### src/rtl/synapse_pkg.sv
`default_nettype none
// ============================================================================
// Module      : synapse_pkg
// Description : Shared defaults, FSM encoding and LFSR taps for synapse_array.
// Revision    : 1.0 - initial release
// ============================================================================
package synapse_pkg;

    localparam int c_DEF_N_BANK     = 6;
    localparam int c_DEF_W_PER_BANK = 4;
    localparam int c_DEF_WGT_W      = 16;
    localparam int c_DEF_WGT_MAG    = 14;
    localparam int c_DEF_DEPTH      = 432;
    localparam int c_DEF_RPN        = 24;
    localparam int c_DEF_ACC_W      = 25;

    localparam int c_ADDR_W = $clog2(c_DEF_DEPTH);
    localparam int c_LANES  = c_DEF_N_BANK * c_DEF_W_PER_BANK;

    localparam logic [2:0] c_ST_IDLE = 3'd0;
    localparam logic [2:0] c_ST_RUN  = 3'd1;
    localparam logic [2:0] c_ST_RST  = 3'd2;
    localparam logic [2:0] c_ST_LOAD = 3'd3;
    localparam logic [2:0] c_ST_DONE = 3'd4;

    // Taps at bits 15, 13, 12 and 10
    localparam logic [15:0] c_LFSR_TAPS = 16'hB400;

    function automatic logic lfsr_fb(input logic [15:0] s);
        return ^(s & c_LFSR_TAPS);
    endfunction

endpackage
`default_nettype wire

### src/rtl/synapse_array_if.sv
`default_nettype none
// ============================================================================
// Module      : synapse_array_if
// Description : Banked weight-BRAM port bundle (write data, address, enables, read data).
// Revision    : 1.0 - initial release
// ============================================================================
interface synapse_array_if
    import synapse_pkg::*;
#(
    parameter int N_BANK     = c_DEF_N_BANK,
    parameter int W_PER_BANK = c_DEF_W_PER_BANK,
    parameter int WGT_W      = c_DEF_WGT_W,
    parameter int DEPTH      = c_DEF_DEPTH
);
    localparam int c_ROW_W = N_BANK * W_PER_BANK * WGT_W;
    localparam int c_AW    = $clog2(DEPTH);

    logic [c_ROW_W-1:0]       d;
    logic [N_BANK*c_AW-1:0]   addr;
    logic [N_BANK-1:0]        ce;
    logic [N_BANK-1:0]        we;
    logic [c_ROW_W-1:0]       q;

    modport master (output d, addr, ce, we, input q);
    modport slave  (input d, addr, ce, we, output q);
endinterface
`default_nettype wire

### src/rtl/synapse_lfsr16.sv
`default_nettype none
// ============================================================================
// Module      : synapse_lfsr16
// Description : 16-bit Fibonacci LFSR with reset seed and advance enable.
// Revision    : 1.0 - initial release
// ============================================================================
module synapse_lfsr16
    import synapse_pkg::*;
#(
    parameter logic [15:0] SEED  = 16'd1,
    parameter int          OUT_W = 14
)(
    input  wire              clk,
    input  wire              reset_n,
    input  wire              i_adv,
    output logic [OUT_W-1:0] o_data
);
    logic [15:0] r_state;

    always_ff @(posedge clk or negedge reset_n) begin
        if (!reset_n) begin
            r_state <= SEED;
        end else if (i_adv) begin
            r_state <= {r_state[14:0], lfsr_fb(r_state)};
        end
    end

    assign o_data = r_state[OUT_W-1:0];
endmodule
`default_nettype wire

### src/rtl/synapse_array.sv
`default_nettype none
// ============================================================================
// Module      : synapse_array
// Description : Spike-gated banked weight accumulator with LFSR init and host load.
// Revision    : 1.0 - initial release
// ============================================================================
module synapse_array
    import synapse_pkg::*;
#(
    parameter int N_BANK          = c_DEF_N_BANK,
    parameter int W_PER_BANK      = c_DEF_W_PER_BANK,
    parameter int WGT_W           = c_DEF_WGT_W,
    parameter int WGT_MAG         = c_DEF_WGT_MAG,
    parameter int DEPTH           = c_DEF_DEPTH,
    parameter int ROWS_PER_NEURON = c_DEF_RPN,
    parameter int ACC_W           = c_DEF_ACC_W,
    parameter int SEED_BASE       = 101,
    parameter int SEED_STEP       = 1000
)(
    input  wire                                 clk,
    input  wire                                 reset_n,
    input  wire                                 i_run,
    input  wire                                 i_wegt_rst,
    input  wire                                 i_load,
    input  wire [N_BANK*W_PER_BANK*WGT_W-1:0]   i_load_data,
    input  wire                                 i_load_valid,
    output logic                                o_load_ready,
    input  wire [N_BANK*W_PER_BANK-1:0]         i_spike_bundle,
    input  wire                                 i_valid,
    output logic [ACC_W-1:0]                    o_current,
    output logic                                o_valid,
    output logic                                o_is_single_done,
    output logic                                o_done,
    output logic                                o_busy,
    synapse_array_if.master                     bram
);
    localparam int c_NL    = N_BANK * W_PER_BANK;
    localparam int c_AW    = $clog2(DEPTH);
    localparam int c_RW    = $clog2(ROWS_PER_NEURON + 1);
    localparam int c_SUM_W = WGT_W + $clog2(W_PER_BANK);
    localparam int c_EXT_W = ((ACC_W > c_SUM_W) ? ACC_W : c_SUM_W) + 1;
    localparam int c_TOT_W = ACC_W + $clog2(N_BANK);
    localparam logic [ACC_W-1:0] c_ACC_MAX = '1;

    function automatic logic [ACC_W-1:0] sat_add(input logic [ACC_W-1:0] a,
                                                 input logic [c_SUM_W-1:0] s);
        logic [c_EXT_W-1:0] w_t;
        w_t = c_EXT_W'(a) + c_EXT_W'(s);
        if (w_t > c_EXT_W'(c_ACC_MAX)) return c_ACC_MAX;
        return w_t[ACC_W-1:0];
    endfunction

    logic [2:0]      r_state, w_state_nxt;
    logic [c_AW-1:0] r_addr;
    logic [c_RW-1:0] r_row;
    logic            w_addr_last, w_row_last, w_hs, w_in_run, w_in_rst, w_in_load, w_addr_adv;
    logic [c_NL*WGT_W-1:0] w_lfsr_d;

    assign w_in_run    = (r_state == c_ST_RUN);
    assign w_in_rst    = (r_state == c_ST_RST);
    assign w_in_load   = (r_state == c_ST_LOAD);
    assign w_hs        = w_in_load && i_load_valid;
    assign w_addr_last = (r_addr == c_AW'(DEPTH - 1));
    assign w_row_last  = (r_row == c_RW'(ROWS_PER_NEURON - 1));
    assign w_addr_adv  = w_in_run || w_in_rst || w_hs;

    // Run wins over weight init, which wins over host load
    always_comb begin
        w_state_nxt = r_state;
        case (r_state)
            c_ST_IDLE: begin
                if (i_run)           w_state_nxt = c_ST_RUN;
                else if (i_wegt_rst) w_state_nxt = c_ST_RST;
                else if (i_load)     w_state_nxt = c_ST_LOAD;
            end
            c_ST_RUN, c_ST_RST: if (w_addr_last) w_state_nxt = c_ST_DONE;
            c_ST_LOAD:          if (w_hs && w_addr_last) w_state_nxt = c_ST_DONE;
            default:            w_state_nxt = c_ST_IDLE;
        endcase
    end

    always_ff @(posedge clk or negedge reset_n) begin
        if (!reset_n) begin
            r_state <= c_ST_IDLE;
            r_addr  <= '0;
            r_row   <= '0;
        end else begin
            r_state <= w_state_nxt;
            if (w_addr_adv) r_addr <= w_addr_last ? '0 : r_addr + 1'b1;
            if (w_in_run)   r_row  <= w_row_last ? '0 : r_row + 1'b1;
            else            r_row  <= '0;
        end
    end

    for (genvar l = 0; l < c_NL; l++) begin : g_lane
        logic [WGT_MAG-1:0] w_mag;
        synapse_lfsr16 #(
            .SEED  (16'(SEED_BASE + l * SEED_STEP)),
            .OUT_W (WGT_MAG)
        ) u_lfsr (
            .clk     (clk),
            .reset_n (reset_n),
            .i_adv   (w_in_rst),
            .o_data  (w_mag)
        );
        assign w_lfsr_d[l*WGT_W +: WGT_W] = WGT_W'(w_mag);
    end

    assign bram.addr = {N_BANK{r_addr}};
    assign bram.ce   = {N_BANK{w_in_run || w_in_rst || w_in_load}};
    assign bram.we   = {N_BANK{w_in_rst || w_hs}};
    assign bram.d    = w_in_rst ? w_lfsr_d : (w_in_load ? i_load_data : '0);

    assign o_load_ready = w_in_load;
    assign o_busy       = (r_state != c_ST_IDLE);
    assign o_done       = (r_state == c_ST_DONE);

    // Stage tags follow each issued row through the read/sum/accumulate pipeline
    logic                 r_p1_valid, r_p1_first, r_p1_last;
    logic                 r_p2_valid, r_p2_first, r_p2_last;
    logic                 r_p3_last;
    logic                 r_done_d1, r_done_d2;
    logic [c_SUM_W-1:0]   w_bank_sum [N_BANK];
    logic [c_SUM_W-1:0]   r_bank_sum [N_BANK];
    logic [ACC_W-1:0]     r_acc      [N_BANK];
    logic [c_TOT_W-1:0]   w_total;
    logic [ACC_W-1:0]     w_total_sat;
    logic [ACC_W-1:0]     r_current;
    logic                 r_valid;

    always_comb begin
        for (int b = 0; b < N_BANK; b++) begin
            w_bank_sum[b] = '0;
            for (int l = 0; l < W_PER_BANK; l++) begin
                if (i_valid && i_spike_bundle[b*W_PER_BANK + l])
                    w_bank_sum[b] = w_bank_sum[b]
                                  + c_SUM_W'(bram.q[(b*W_PER_BANK + l)*WGT_W +: WGT_W]);
            end
        end
    end

    always_comb begin
        w_total = '0;
        for (int b = 0; b < N_BANK; b++) w_total = w_total + c_TOT_W'(r_acc[b]);
        w_total_sat = (w_total > c_TOT_W'(c_ACC_MAX)) ? c_ACC_MAX : w_total[ACC_W-1:0];
    end

    always_ff @(posedge clk or negedge reset_n) begin
        if (!reset_n) begin
            r_p1_valid <= 1'b0;  r_p1_first <= 1'b0;  r_p1_last <= 1'b0;
            r_p2_valid <= 1'b0;  r_p2_first <= 1'b0;  r_p2_last <= 1'b0;
            r_p3_last  <= 1'b0;
            r_done_d1  <= 1'b0;  r_done_d2  <= 1'b0;
            r_current  <= '0;    r_valid    <= 1'b0;
            for (int b = 0; b < N_BANK; b++) begin
                r_bank_sum[b] <= '0;
                r_acc[b]      <= '0;
            end
        end else begin
            r_p1_valid <= w_in_run;
            r_p1_first <= w_in_run && (r_row == '0);
            r_p1_last  <= w_in_run && w_row_last;
            r_p2_valid <= r_p1_valid;
            r_p2_first <= r_p1_first;
            r_p2_last  <= r_p1_last;
            r_p3_last  <= r_p2_valid && r_p2_last;
            r_done_d1  <= o_done;
            r_done_d2  <= r_done_d1;
            for (int b = 0; b < N_BANK; b++) begin
                r_bank_sum[b] <= r_p1_valid ? w_bank_sum[b] : '0;
                if (r_done_d2)
                    r_acc[b] <= '0;
                else if (r_p2_valid)
                    r_acc[b] <= sat_add(r_p2_first ? '0 : r_acc[b], r_bank_sum[b]);
            end
            r_valid   <= r_p3_last;
            r_current <= r_p3_last ? w_total_sat : '0;
        end
    end

    assign o_is_single_done = r_p1_last;
    assign o_valid          = r_valid;
    assign o_current        = r_current;
endmodule
`default_nettype wire

### src/flat_wrapper.sv
// flat-port wrapper written by rule: the top's interface ports become plain ports
module synapse_array_flat import synapse_pkg::*;
#(
    parameter int N_BANK          = c_DEF_N_BANK,
    parameter int W_PER_BANK      = c_DEF_W_PER_BANK,
    parameter int WGT_W           = c_DEF_WGT_W,
    parameter int WGT_MAG         = c_DEF_WGT_MAG,
    parameter int DEPTH           = c_DEF_DEPTH,
    parameter int ROWS_PER_NEURON = c_DEF_RPN,
    parameter int ACC_W           = c_DEF_ACC_W,
    parameter int SEED_BASE       = 101,
    parameter int SEED_STEP       = 1000
)
  (clk, reset_n, i_run, i_wegt_rst, i_load, i_load_data, i_load_valid, o_load_ready, i_spike_bundle, i_valid, o_current, o_valid, o_is_single_done, o_done, o_busy, bram_d, bram_addr, bram_ce, bram_we, bram_q);
  synapse_array_if #(.N_BANK(N_BANK), .W_PER_BANK(W_PER_BANK), .WGT_W(WGT_W), .DEPTH(DEPTH)) bram_i ();
  input  wire clk;
  input  wire reset_n;
  input  wire i_run;
  input  wire i_wegt_rst;
  input  wire i_load;
  input  wire [N_BANK*W_PER_BANK*WGT_W-1:0] i_load_data;
  input  wire i_load_valid;
  output logic o_load_ready;
  input  wire [N_BANK*W_PER_BANK-1:0] i_spike_bundle;
  input  wire i_valid;
  output logic [ACC_W-1:0] o_current;
  output logic o_valid;
  output logic o_is_single_done;
  output logic o_done;
  output logic o_busy;
  output wire logic [$bits(bram_i.d)-1:0] bram_d;
  output wire logic [$bits(bram_i.addr)-1:0] bram_addr;
  output wire logic [$bits(bram_i.ce)-1:0] bram_ce;
  output wire logic [$bits(bram_i.we)-1:0] bram_we;
  input wire logic [$bits(bram_i.q)-1:0] bram_q;
  assign bram_d = bram_i.d;
  assign bram_addr = bram_i.addr;
  assign bram_ce = bram_i.ce;
  assign bram_we = bram_i.we;
  assign bram_i.q = bram_q;
  synapse_array #(.N_BANK(N_BANK), .W_PER_BANK(W_PER_BANK), .WGT_W(WGT_W), .WGT_MAG(WGT_MAG), .DEPTH(DEPTH), .ROWS_PER_NEURON(ROWS_PER_NEURON), .ACC_W(ACC_W), .SEED_BASE(SEED_BASE), .SEED_STEP(SEED_STEP)) u_core (.clk(clk), .reset_n(reset_n), .i_run(i_run), .i_wegt_rst(i_wegt_rst), .i_load(i_load), .i_load_data(i_load_data), .i_load_valid(i_load_valid), .o_load_ready(o_load_ready), .i_spike_bundle(i_spike_bundle), .i_valid(i_valid), .o_current(o_current), .o_valid(o_valid), .o_is_single_done(o_is_single_done), .o_done(o_done), .o_busy(o_busy), .bram(bram_i));
endmodule
### config.mk
export PLATFORM = sky130hd
export DESIGN_NAME = synapse_array_flat
export DESIGN_NICKNAME = d
export VERILOG_FILES = /design/src/rtl/synapse_pkg.sv /design/src/rtl/synapse_array_if.sv /design/src/rtl/synapse_lfsr16.sv /design/src/rtl/synapse_array.sv /design/src/flat_wrapper.sv
export SDC_FILE = /design/constraint.sdc
export NUM_CORES = 2
export LEC_CHECK = 0
export BUFFER_PORTS_ARGS = -buffer_cell sky130_fd_sc_hd__buf_2
export CORE_AREA = 2 2 492 494
export DETAILED_ROUTE_END_ITERATION = 10
export DIE_AREA = 0 0 494 496
export GPL_ROUTABILITY_DRIVEN = 0
export PLACE_DENSITY_LB_ADDON = 0.08
export RECOVER_POWER = 25
export SETUP_SLACK_MARGIN = 0.2
export SYNTH_ARGS = -nofsm -noshare
export SYNTH_HDL_FRONTEND = slang
export SYNTH_SLANG_ARGS = --single-unit
### constraint.sdc
create_clock -name clk -period 6.1 [get_ports clk]
set_input_delay 1.22 -clock clk [delete_from_list [all_inputs] [get_ports clk]]
set_output_delay 1.22 -clock clk [all_outputs]
set_load 0.01 [all_outputs]
==> metrics list <==
- Synthesis inferred approximately 690 register bits.
- For this design the top-level I/O count stands at approximately 1300.
- Total GRT Usage: ~20%
- Pin count of the biggest net entering global routing: about 230
* Clock group share of total power: between 10% and 20%
* Number of cells in the design after placement: approximately 12000
- TritonCTS built the clock tree.
- Maximum level of the CTS H-tree: 3
* Critical path data arrival time: between 7 and 8 ns
- Sequential cells burn between 10% and 20% of the power.
- CTS saw between 600 and 700 sinks.
- Vias: 58500
- Each instance of the synthesized netlist takes up on average 7.77 um^2.
* Post-synthesis cell count: 7249
- During synthesis, Yosys emitted a total of 0 warnings.
- Type of origin of the critical path: flip-flop
- Among the stages of the critical path, the cell type that occurs most often is fa_1.
* Static leakage: 42.4 nW
- Leaving out fill and tap cells, the most frequent cells in the layout are nand2_1 (2168), buf_2 (1276), buf_4 (1068).
- Fill cells in the final layout number 25700.
* Outcome: complete, but fails checks
- Total core area: approximately 240000 um^2
- Final Setup Violations: 25
* Maximum number of buffers from clock root to sink: 3
* DP Wirelength: approximately 210000 um
- Clock skew on the completed layout was measured at around 0.086 ns.
- For this run, the share of the core covered by cells in the final layout is between 30 and 40%.
* Number of antenna violations at the first check in global routing: about 100
* Critical path buffer and inverter count: 5
- Area Growth Syn to Fin: 42.3%
- The routed design has between 200000 and 300000 um of wire.
* Worst skew pair latency: 0.76 ns
- The critical path in this run is classified as reg2reg.
- Switching Fraction: a little under half
- Overall die height: 496 um
- Share of post-route cells with drive strength above 1: roughly 34%
- Internal power comes to around 25 mW.
- The first global-routing pass estimated 378000 um of wire.
- In the synthesized netlist the async set-or-reset flop fraction comes to 100%.
* Combinational cell fraction of total power: approximately 76%
- For this run, design rule violations remaining after detail routing come to 0.
* Post-synthesis sequential area ratio: between 30% and 40%
- The tightest hold path in the finished design has a slack of ~0.35 ns.
- Smallest setup slack after layout: -0.314 ns
* Pwr Density: 607 nW/um^2
- In the final layout, the multi-input gates occupy between 30000 and 40000 um^2.
* Worst setup path startpoint: u_core.r_acc[125]
* Largest stage delay on the critical path: around 0.52 ns
* Actual slew at the worst max-slew pin: roughly 5.2 ns
- Among all flip-flop cells after synthesis, the most frequent one is dfrtp_1.
- Initial DRC Count: about 3800
- The final max-slew violation count came to 350.
- Quantity of hold-fixing buffers added after cts: 0
- Headroom to the max-slew limit came out at -247%.
* Power consumption: ~49 mW
- The detail route stage leaves a number of antenna-violating nets equal to 0.
* Leading cell type in the layout, fill and taps excluded: nand2_1
- Final clock period utilization by the worst path: 105%
- Among cell families on the critical path, the largest total delay comes from adder cells.
* Final period demand of the worst path: 6.41 ns
- Worst-path maximum fanout: 7
- The number of hold-slack violations in the final timing report came to 0.
* Detail-routed via count per cell: approximately 4.6
- Slowest CP cell: fa_1
- In this run the core area contains 180 standard-cell rows.
- After clock tree synthesis, the clock-pin slew on the worst setup and hold paths is approximately 0.060 ns.
* Final layout net count: around 11000
- The worst hold path begins at u_core.r_done_d1.
* Register area: around 18000 um^2
* Reg-to-reg startpoint: u_core.r_acc[125]
* Number of buffers added by the clock tree synthesis step: 91
- Max Fclk: about 160 MHz
- The number of global-route vias before repair was about 57000.
- The die covers around 250000 um^2.
* Data required time of the critical path: ~6.7 ns
* Routed length per instance: 20.8 um
* Worst VDD drop: 1900 uV
- Effective utilization at floorplan: between 20% and 30%
- Across the run, the number of max-cap violations was 3.
* Width of the die: between 400 and 500 um
* Number of detailed-route iterations in the first pass: 5
- Final standard cell count with taps included and fillers excluded: between 10000 and 15000
* Number of distinct standard cells referenced by the synthesized netlist: 87
- PortBufs: 1278
* Total nets after synthesis: between 8000 and 9000
* Switching power total: between 20 and 25 mW
- Setup repair after global routing could not meet its margin everywhere.
* Hold Crit Class: reg2reg
* Overall overflow remaining after global route: 0
* Failing checks: capacitance limit, slew limit, setup timing
* Crit end category: flip-flop
- Yosys mapped a number of flops with a built-in enable equal to 0.
* Root Buffer: clkbuf_16
* Synth Cell Area: roughly 56000 um^2
Yosys cell counts, drive strengths merged (120+ instances only):
library cell | count | area share, %
dfstp | 185 | 8.6
xor2 | 144 | 2.2
ha | 454 | 10
inv | 313 | 2.1
xnor2 | 278 | 4.3
nand2 | 2181 | 15
nor2 | 537 | 3.6
nor2b | 120 | 1.3
a21oi | 324 | 2.9
o21ai | 294 | 2.6
nor3 | 132 | 1.2
clkbuf | 264 | 1.8
dfrtp | 509 | 23
stage by stage:
| stage | setup TNS (ns) | worst slack, ns | cell area (um^2) |
|---|---|---|---|
| after floorplan | -1.68 | -0.340 | 57200 |
| after global placement | -31.60 | -0.714 | 74100 |
| after detailed placement | -32.80 | -0.799 | 74100 |
| after CTS | -9.62 | -0.398 | 77800 |
| after global routing | -55.35 | -0.613 | 80100 |
| final | -7.49 | -0.314 | 80200 |
state kept, by name, summed over array words and instances (netlist names):
name and cells:
u_core.g_lane.u_lfsr.r_state 384, u_core.r_acc 150, u_core.r_bank_sum 108, u_core.o_current 25, u_core.r_addr 9, u_core.r_row 5, u_core.r_state 3, u_core.o_is_single_done 1
u_core.o_valid 1, u_core.r_done_d1 1, u_core.r_done_d2 1, u_core.r_p1_first 1, u_core.r_p1_valid 1, u_core.r_p2_first 1, u_core.r_p2_last 1, u_core.r_p2_valid 1
u_core.r_p3_last 1
what timing repair did:
action | in CTS | in global routing
resized for setup | 80 | 378
cloned | 2 | 3
endpoints found under the setup margin | 37 | 63
pin swaps | 50 | 257
buffers inserted | 5 | 59
cell type report:
cell class | instances | area share (%)
well taps | 3185 | 4.97
repair buffers | 2388 | 18.8
flip-flops and latches | 694 | 22.0
inverters | 313 | 1.47
diodes | 35 | 0.109
multi-input cells | 5902 | 48.6
clock inverters | 42 | 0.788
clock buffers | 128 | 3.25
power by group through the flow:
stage	sequential [mW]	combinational, mW	clock, mW
global route	6.03	40.7	6.20
finish	5.94	36.9	5.83
CTS	5.96	36.4	6.02
global placement	6.02	34.9	0
detailed placement	6.02	34.9	0
floorplan	5.61	20.2	0
worst reg2reg max path, cell delays in order, from the launching register on:
cell      delay (ns)
dfrtp_1         0.40
ha_2            0.21
inv_2           0.04
fa_2            0.34
nor2b_2         0.13
o31a_1          0.20
o21ai_2         0.07
nor2b_1         0.13
xnor2_1         0.12
buf_4           0.16
fa_1            0.49
fa_1            0.51
inv_1           0.06
fa_1            0.52
inv_2           0.06
ha_4            0.25
a21o_1          0.19
or3_4           0.34
o211ai_4        0.24
o211ai_2        0.15
a221o_2         0.44
a31oi_4         0.16
a31oi_1         0.12
xor2_1          0.15
or3_4           0.45
buf_12          0.17
o21a_1          0.19
path summary, 6_finish.rpt:
path	to	slack, ns	cells after the start
min reg2reg	u_core.r_done_d2	0.35	0
max reg2reg	u_core.o_current[5]	-0.31	26
max in group asynchronous	u_core.g_lane[14].u_lfsr.r_state[5]	0.45	2
max	u_core.o_current[5]	-0.31	26
min in group asynchronous	u_core.r_acc[119]	2.34	1
min	u_core.r_done_d2	0.35	0
metal layers:
layer / part of all wire, % / global-route usage [%] / up-vias
li1: - / - / 28900
met1: 47 / 28.7 / 27800
met2: 44 / 31.8 / 1383
met3: 5.9 / 4.52 / 315
met4: 2.5 / 5.02 / 58
met5: 0.14 / 0 / -
cell families after synthesis:
family	Yosys count	synth area share (%)
AND/OR/NAND/NOR	3469	26.1
AO/OA/AOI/OAI	1406	16.7
flip-flops	694	31.2
buffers and inverters	653	4.78
adder cells (fa/ha/maj)	554	13.6
XOR/XNOR	422	6.56
multiplexers	51	0.975
No activity file was read; power rests on OpenSTA's default activity.
